**config.mk**
```make
export PLATFORM = sky130hd
export DESIGN_NAME = alu_fu
export DESIGN_NICKNAME = d
export VERILOG_FILES = /design/src/rtl/alu_fu.sv
export SDC_FILE = /design/constraint.sdc
export NUM_CORES = 1
export LEC_CHECK = 0
export CAP_MARGIN = 20
export CORE_MARGIN = 3
export CORE_UTILIZATION = 35
export CTS_CLUSTER_SIZE = 24
export DETAILED_ROUTE_END_ITERATION = 8
export PLACE_DENSITY_LB_ADDON = 0.15
export SLEW_MARGIN = 20
export SYNTH_ARGS = -nofsm -noshare
export SYNTH_HDL_FRONTEND = slang
export SYNTH_SLANG_ARGS = --single-unit
```
**constraint.sdc**
```tcl
create_clock -name clk -period 1.6 [get_ports clk]
set_input_delay 0.32 -clock clk [delete_from_list [all_inputs] [get_ports clk]]
set_output_delay 0.32 -clock clk [all_outputs]
set_load 0.02 [all_outputs]
```
**src/rtl/alu_fu.sv**
```systemverilog
// Single-cycle RV32I integer functional unit: combinational decode/execute
// feeding one output register stage, tagged with the destination preg.
module alu_fu #(
    parameter int PREG_W = 6
) (
    input  logic              clk,
    input  logic              rst,
    input  logic              in_valid,
    input  logic [6:0]        opcode,
    input  logic [2:0]        func3,
    input  logic [6:0]        func7,
    input  logic [31:0]       source_1,
    input  logic [31:0]       source_2,
    input  logic [PREG_W-1:0] dest,
    output logic [31:0]       result,
    output logic [PREG_W-1:0] result_dest,
    output logic              result_valid,
    output logic              illegal
);
    localparam logic [6:0] OP_IMM = 7'b0010011;
    localparam logic [6:0] OP_REG = 7'b0110011;
    localparam logic [6:0] OP_LD  = 7'b0000011;
    localparam logic [6:0] OP_ST  = 7'b0100011;
    localparam logic [6:0] F7_Z   = 7'b0000000;
    localparam logic [6:0] F7_ALT = 7'b0100000;

    logic [31:0]       result_q, result_d;
    logic [PREG_W-1:0] dest_q;
    logic              valid_q, illegal_q, illegal_d;

    logic [31:0] imm, opb;
    logic [4:0]  shamt;
    logic        is_imm;

    assign imm    = {{20{source_2[11]}}, source_2[11:0]};
    assign shamt  = source_2[4:0];
    assign is_imm = (opcode == OP_IMM);
    // OP-IMM and OP share one datapath; only the second operand differs.
    assign opb    = is_imm ? imm : source_2;

    always_comb begin
        result_d  = '0;
        illegal_d = 1'b0;
        case (opcode)
            OP_LD, OP_ST: result_d = source_1 + imm;
            OP_IMM, OP_REG: begin
                case (func3)
                    3'b000: begin
                        if (is_imm || func7 == F7_Z) result_d = source_1 + opb;
                        else if (func7 == F7_ALT)    result_d = source_1 - opb;
                        else                         illegal_d = 1'b1;
                    end
                    3'b001: begin
                        if (func7 == F7_Z) result_d = source_1 << shamt;
                        else               illegal_d = 1'b1;
                    end
                    3'b101: begin
                        if (func7 == F7_Z)        result_d = source_1 >> shamt;
                        else if (func7 == F7_ALT) result_d = 32'($signed(source_1) >>> shamt);
                        else                      illegal_d = 1'b1;
                    end
                    default: begin
                        // Remaining R-type ops only accept func7 = 0; I-type ignores it.
                        if (!is_imm && func7 != F7_Z) illegal_d = 1'b1;
                        else begin
                            case (func3)
                                3'b010:  result_d = {31'b0, $signed(source_1) < $signed(opb)};
                                3'b011:  result_d = {31'b0, source_1 < opb};
                                3'b100:  result_d = source_1 ^ opb;
                                3'b110:  result_d = source_1 | opb;
                                default: result_d = source_1 & opb;
                            endcase
                        end
                    end
                endcase
            end
            default: illegal_d = 1'b1;
        endcase
    end

    always_ff @(posedge clk or posedge rst) begin
        if (rst) begin
            result_q  <= '0;
            dest_q    <= '0;
            valid_q   <= 1'b0;
            illegal_q <= 1'b0;
        end else begin
            valid_q   <= in_valid;
            illegal_q <= in_valid & illegal_d;
            if (in_valid) begin
                result_q <= result_d;
                dest_q   <= dest;
            end
        end
    end

    assign result       = result_q;
    assign result_dest  = dest_q;
    assign result_valid = valid_q;
    assign illegal      = illegal_q;
endmodule

```
Word-level counts from Yosys, hierarchy flattened
Cells that the tools add are included.

Register bits: 40. Word-level logic and storage cells: 52. Bits of input ports: 90.

Bitwise gates (word level): 4. Reductions and logical operators: 8. Multiplexer cells: 17. Shift-type cells: 3. Order comparisons: 2. Add/subtract/negate cells: 3. Equality and inequality tests: 11.

Operator list (number): $mux W32 (7); $pmux W32 S4 (1); $pmux W32 S3 (1); $add A32 B32 Y32 (2); $lt A32 B32 Y1 (2); $pmux W32 S2 (1); $and A32 B32 Y32 (1); $or A32 B32 Y32 (1); $shl A32 B5 Y32 (1); $shr A32 B5 Y32 (1); $sshr A32 B5 Y32 (1); $sub A32 B32 Y32 (1); $xor A32 B32 Y32 (1); $eq A7 B6 Y1 const B (3); $eq A3 B3 Y1 const B (3); $eq A7 B2 Y1 const B (1); $eq A7 B5 Y1 const B (1); $logic_not A7 Y1 (1); $reduce_bool A7 Y1 (1); $eq A3 B2 Y1 const B (2); $mux W1 (5); $reduce_or A2 Y1 (2); $eq A3 B1 Y1 const B (1); $logic_not A3 Y1 (1); 6 further kinds (6).

Longest topological paths before layout
Word-level depth: 7. Gate-level depth with buffers: 18.

Worst setup path after synthesis
OpenSTA, ideal clock, no wires.

Path type: in2reg. Start point: in source_2[2]. End point: reg result_q[29] (netlist: result[29]). Cell stages on the path: 14. Path buffers: 3. Slack: -2195 ps. Required time: 1506 ps. Library setup time: 94 ps. Arrival: 3701 ps. Path through: inv_1 > buf_2 > buf_1 > buf_1 > ha_1 > or4_4 > a211oi_2 > o211ai_2 > a31o_1 > and2_4 > o41ai_4 > a21boi_0 > mux2i_1 > a211oi_1.

Longest elaborated chain between the ends: 6. Elaborated cells on any way between the ends: 14. Classes of those cells: 3 x add/sub; 3 x shift; 8 x mux.

Ends and longest elaborated chain: start: declaration (RTL line 13) `input logic [31:0] source_2,`; $mux W32 (RTL line 39) `assign opb = is_imm ? imm : source_2;`; $sub A32 B32 Y32 (RTL line 50) `else if (func7 == F7_ALT) result_d = source_1 - opb;`; $mux W32 (RTL line 50); $mux W32 (RTL line 49) `if (is_imm || func7 == F7_Z) result_d = source_1 + opb;`; $pmux W32 S3 (RTL line 47) `case (func3)`; $pmux W32 S2 (*) (RTL line 44) `case (opcode)`; end signal: assignment (RTL line 91) `result_q <= result_d;`; end: declaration (RTL line 27) `logic [31:0] result_q, result_d;`.

Every way passes the cells marked *; elsewhere a longest branch is shown, timed or not. A chain may end at the register's enable or synchronous reset.

Worst setup path in the final report
Start point: in opcode[3]. End point: reg result_q[27] (netlist: result[27]).

Longest elaborated chain between the ends: 7. Elaborated cells on any way between the ends: 21. Classes of those cells: 2 x add/sub; 4 x eq/ne; 7 x mux; 3 x bitwise; 5 x reduce/logical.

Ends and longest elaborated chain: start: declaration (RTL line 9) `input logic [6:0] opcode,`; $eq A7 B5 Y1 (RTL line 37, 44); $mux W32 (RTL line 39); $sub A32 B32 Y32 (tied with other cells) (RTL line 50); $mux W32 or $pmux W32 S4 (tied branches) (RTL line 50, 66); $mux W32 (on tied branches) (RTL line 49, 64); $pmux W32 S3 (RTL line 47); $pmux W32 S2 (*) (RTL line 44).

Marks and branches as above.

==> impl_results.md <==
* Flop2flop setup slack at between 0.6 and 0.7 ns
* Syn nets at between 2000 and 2500
* Ant. Diodes at 0
* Fin Hold WS at approximately 0.27 ns
* Sink Count at 40
* Synthesized area per cell at roughly 7 um^2
* Final setup vio count at 33
* Vias in the first global route at around 19000
* First-pass DRT Iterations at 6
* Final worst slack at -1.91 ns
* TritonCTS clock tree: done
* Post-route ant nets at 0
* CP max stage delay at ~0.45 ns
* Post-layout util at approximately 66%
* Data required, critical path at approximately 1.8 ns
* Failing checks: negative setup slack
* Synth Register Bits at 40
* Layout cell share with drive strength beyond 1 at around half
* Chip height at roughly 200 um
* RSZ-0062 raised after global routing: true
* Port-buffer cells at approximately 130
* Drt wl/cell at approximately 26 um
* Crit path buffers/inverters at 5
* Num CTS Buffers at 5
* Final Max Tran Viols at 0
* Critical path type: input port to flop
* Area share of the largest cell type after synthesis at 11.9%
* Worst slew pin tran at slightly above 0.7 ns
* Site Rows at 69
* Synth Flop Type: dfrtp_1
* DRT iter0 DRCs at between 1500 and 2000
* Mapped Area at 0.0127 mm^2
* Yosys cell types at 95
* Area Overhead vs Synth at 86.0%
* Routed WL at just over 80 mm
* Clock Skew at 0 ns
* Startpoint types: input port
* Net count, final at just under 3000
* Final hold violations at 0
* HPWL after DPL at 63.6 mm
* Crit. End Element: flop
* Yosys top cell by area: ha_1
* GPL Wtd Cong at ~1.0
* Global-route wire length before repair at 118 mm
* Number of remaining DRC errors at 0
* Vias per cell at about 6
* Clock buffer depth at 2
* Max-cap violations at 0
* Power per Cell Area at 438 mW/mm^2
* Worst Path Arrival at ~3.7 ns
* Reg clk slew, reported paths at 0.08 ns
* Core box area at about 0.036 mm^2
* Number of levels in the clock H-tree at 2
* Synth top area cells: ha_1, a21oi_1, dfrtp_1
* Synth Instances at roughly 1800
* Initial antenna violation count at 2
* Post-route clock period utilization at 220%
* Worst Hold Class: input port to async pin
* Final min period at 3.51 ns
* Max Fanout on Critical Path at 3
* Starting Density at a little over a third
* Synth async-reset ratio at 100%
* Post-synth EDFFs at 0
* Crit path max-delay family: compound AO/OA/AOI/OAI gates
* Slew HR at 52.7%
* Root Buffer: clkbuf_16
* IO Pins at between 100 and 150
* GR Overflow Total at 0
* Ys Warns at 0
* Seq/Total Area, Yosys at slightly below 8%
* Die X at 196 um
* Die ar. at around 0.039 mm^2
* Worst path cell trace: buf_8, nor4b_4, nand2_4, nor2_4, buf_6, a21o_1, inv_2, ha_4, a21oi_4, o311a_1, o41a_1, a311oi_2, buf_4, o21ai_1, buf_4, a21oi_4, xnor2_1, o32ai_2, o21ai_2, a21oi_1
* Status: complete, but fails checks
* Worst-skew pair later-pin latency at 0.30 ns
* Largest net degree at the start of global routing at 46
* Slowest-stage cell, CP: o41a_1
* Gr usage total at roughly 40%
* Peak supply drop at around 0.42 mV
* Detailed-route via count at ~19000
* Max Fclk at between 0.2 and 0.3 GHz
* Total leakage power at 10.7 nW
## layout make-up
type                            instances  area (um^2)
Multi-Input combinational cell       1540        13000
Fill cell                            3064        12100
Timing Repair Buffer                  978         8370
Sequential cell                        40         1000
Tap cell                              461          577
Inverter                              105          437
Clock buffer                            5          125
Clock inverter                          3         42.5
## cells in the final DEF (no fill, tap or decap), drive strengths merged, types with 33 or more instances in the layout
cell type	n
mux2	33
dlygate4sd2	41
mux4	34
nor2	200
nor2b	36
a21oi	219
a21o	39
mux2i	56
clkdlybuf4s50	47
nand2	163
ha	120
nor3	46
buf	858
o21ai	147
dfrtp	40
inv	103
## cells in the mapped netlist (all sizes together) (11+ instances only)
cell and instances:
a211oi 32, a21o 39, a21oi 219, a221oi 16
a22oi 11, a311oi 11, a31oi 23, and3 11
buf 51, clkbuf 82, dfrtp 40, ha 120
inv 103, mux2 33, mux2i 56, mux4 34
nand2 163, nand2b 11, nand3 31, nor2 200
nor2b 36, nor3 46, nor4 15, o211ai 23
o21ai 147, o21bai 11, o221ai 16, o22ai 22
o31ai 13, or3 12, xnor2 20, xor2 11
## logic make-up (layout without fill, tap and decap cells)
family | Yosys count | in the layout | synth area share, %
xor+xnor | 31 | 31 | 2.14
buf+inv | 238 | 1091 | 7.80
flops | 40 | 40 | 7.90
simple gates | 563 | 563 | 20.2
fa+ha+maj | 122 | 122 | 12.2
compound gates | 701 | 701 | 36.3
mux | 123 | 123 | 13.5
## flip-flops by register name, summed over array words and instances, names as in the netlist
register,count
illegal,1
result,32
result_valid,1
result_dest,6
## where the power goes
| group | switching [mW] | internal, mW |
|---|---|---|
| combinational | 4.13 | 3.84 |
| sequential | 0.0251 | 1.05 |
| clock | 0.538 | 0.737 |
## repair_timing
| item | CTS | global route |
|---|---|---|
| hold buffers | 0 | 0 |
| gates cloned | 4 | 0 |
| pin swaps | 202 | 113 |
| gates resized for setup | 481 | 174 |
| buffers inserted | 83 | 40 |
| setup endpoints to repair | 53 | 42 |
## final timing paths
path,depth (start not counted),endpoint,from
min,2,result[31]$_DFFE_PP0P_,rst
min in group clk,1,result[14]$_DFFE_PP0P_,result[14]$_DFFE_PP0P_
max reg2reg,4,result[31]$_DFFE_PP0P_,result[31]$_DFFE_PP0P_
max,20,result[27]$_DFFE_PP0P_,opcode[3]
min reg2reg,1,result[14]$_DFFE_PP0P_,result[14]$_DFFE_PP0P_
max in group asynchronous,3,result[9]$_DFFE_PP0P_,rst
## stage by stage
step | setup slack (ns) | power (mW) | TNS (ns) | instances | area [um^2]
after floorplan | -1.74 | 4.19 | -38.33 | 1818 | 13300
after global placement | -2.71 | 7.51 | -71.71 | 3019 | 20100
after detailed placement | -2.76 | 7.54 | -72.29 | 3019 | 20100
after CTS | -1.87 | 9.75 | -45.21 | 3104 | 22700
after global routing | -2.03 | 10.8 | -51.01 | 3132 | 23600
final | -1.91 | 10.3 | -47.15 | 3132 | 23600
## layer usage
metal	wire [um]	vias up	global-route usage [%]	share of wire, %
met5	31	-	0	0.038
met4	6220	4	23.8	7.6
met3	7330	260	8.17	9.0
met2	35700	1064	64.6	44
met1	32000	9187	50.6	39
li1	-	8491	-	-
Power figures use the tool's default switching activity.
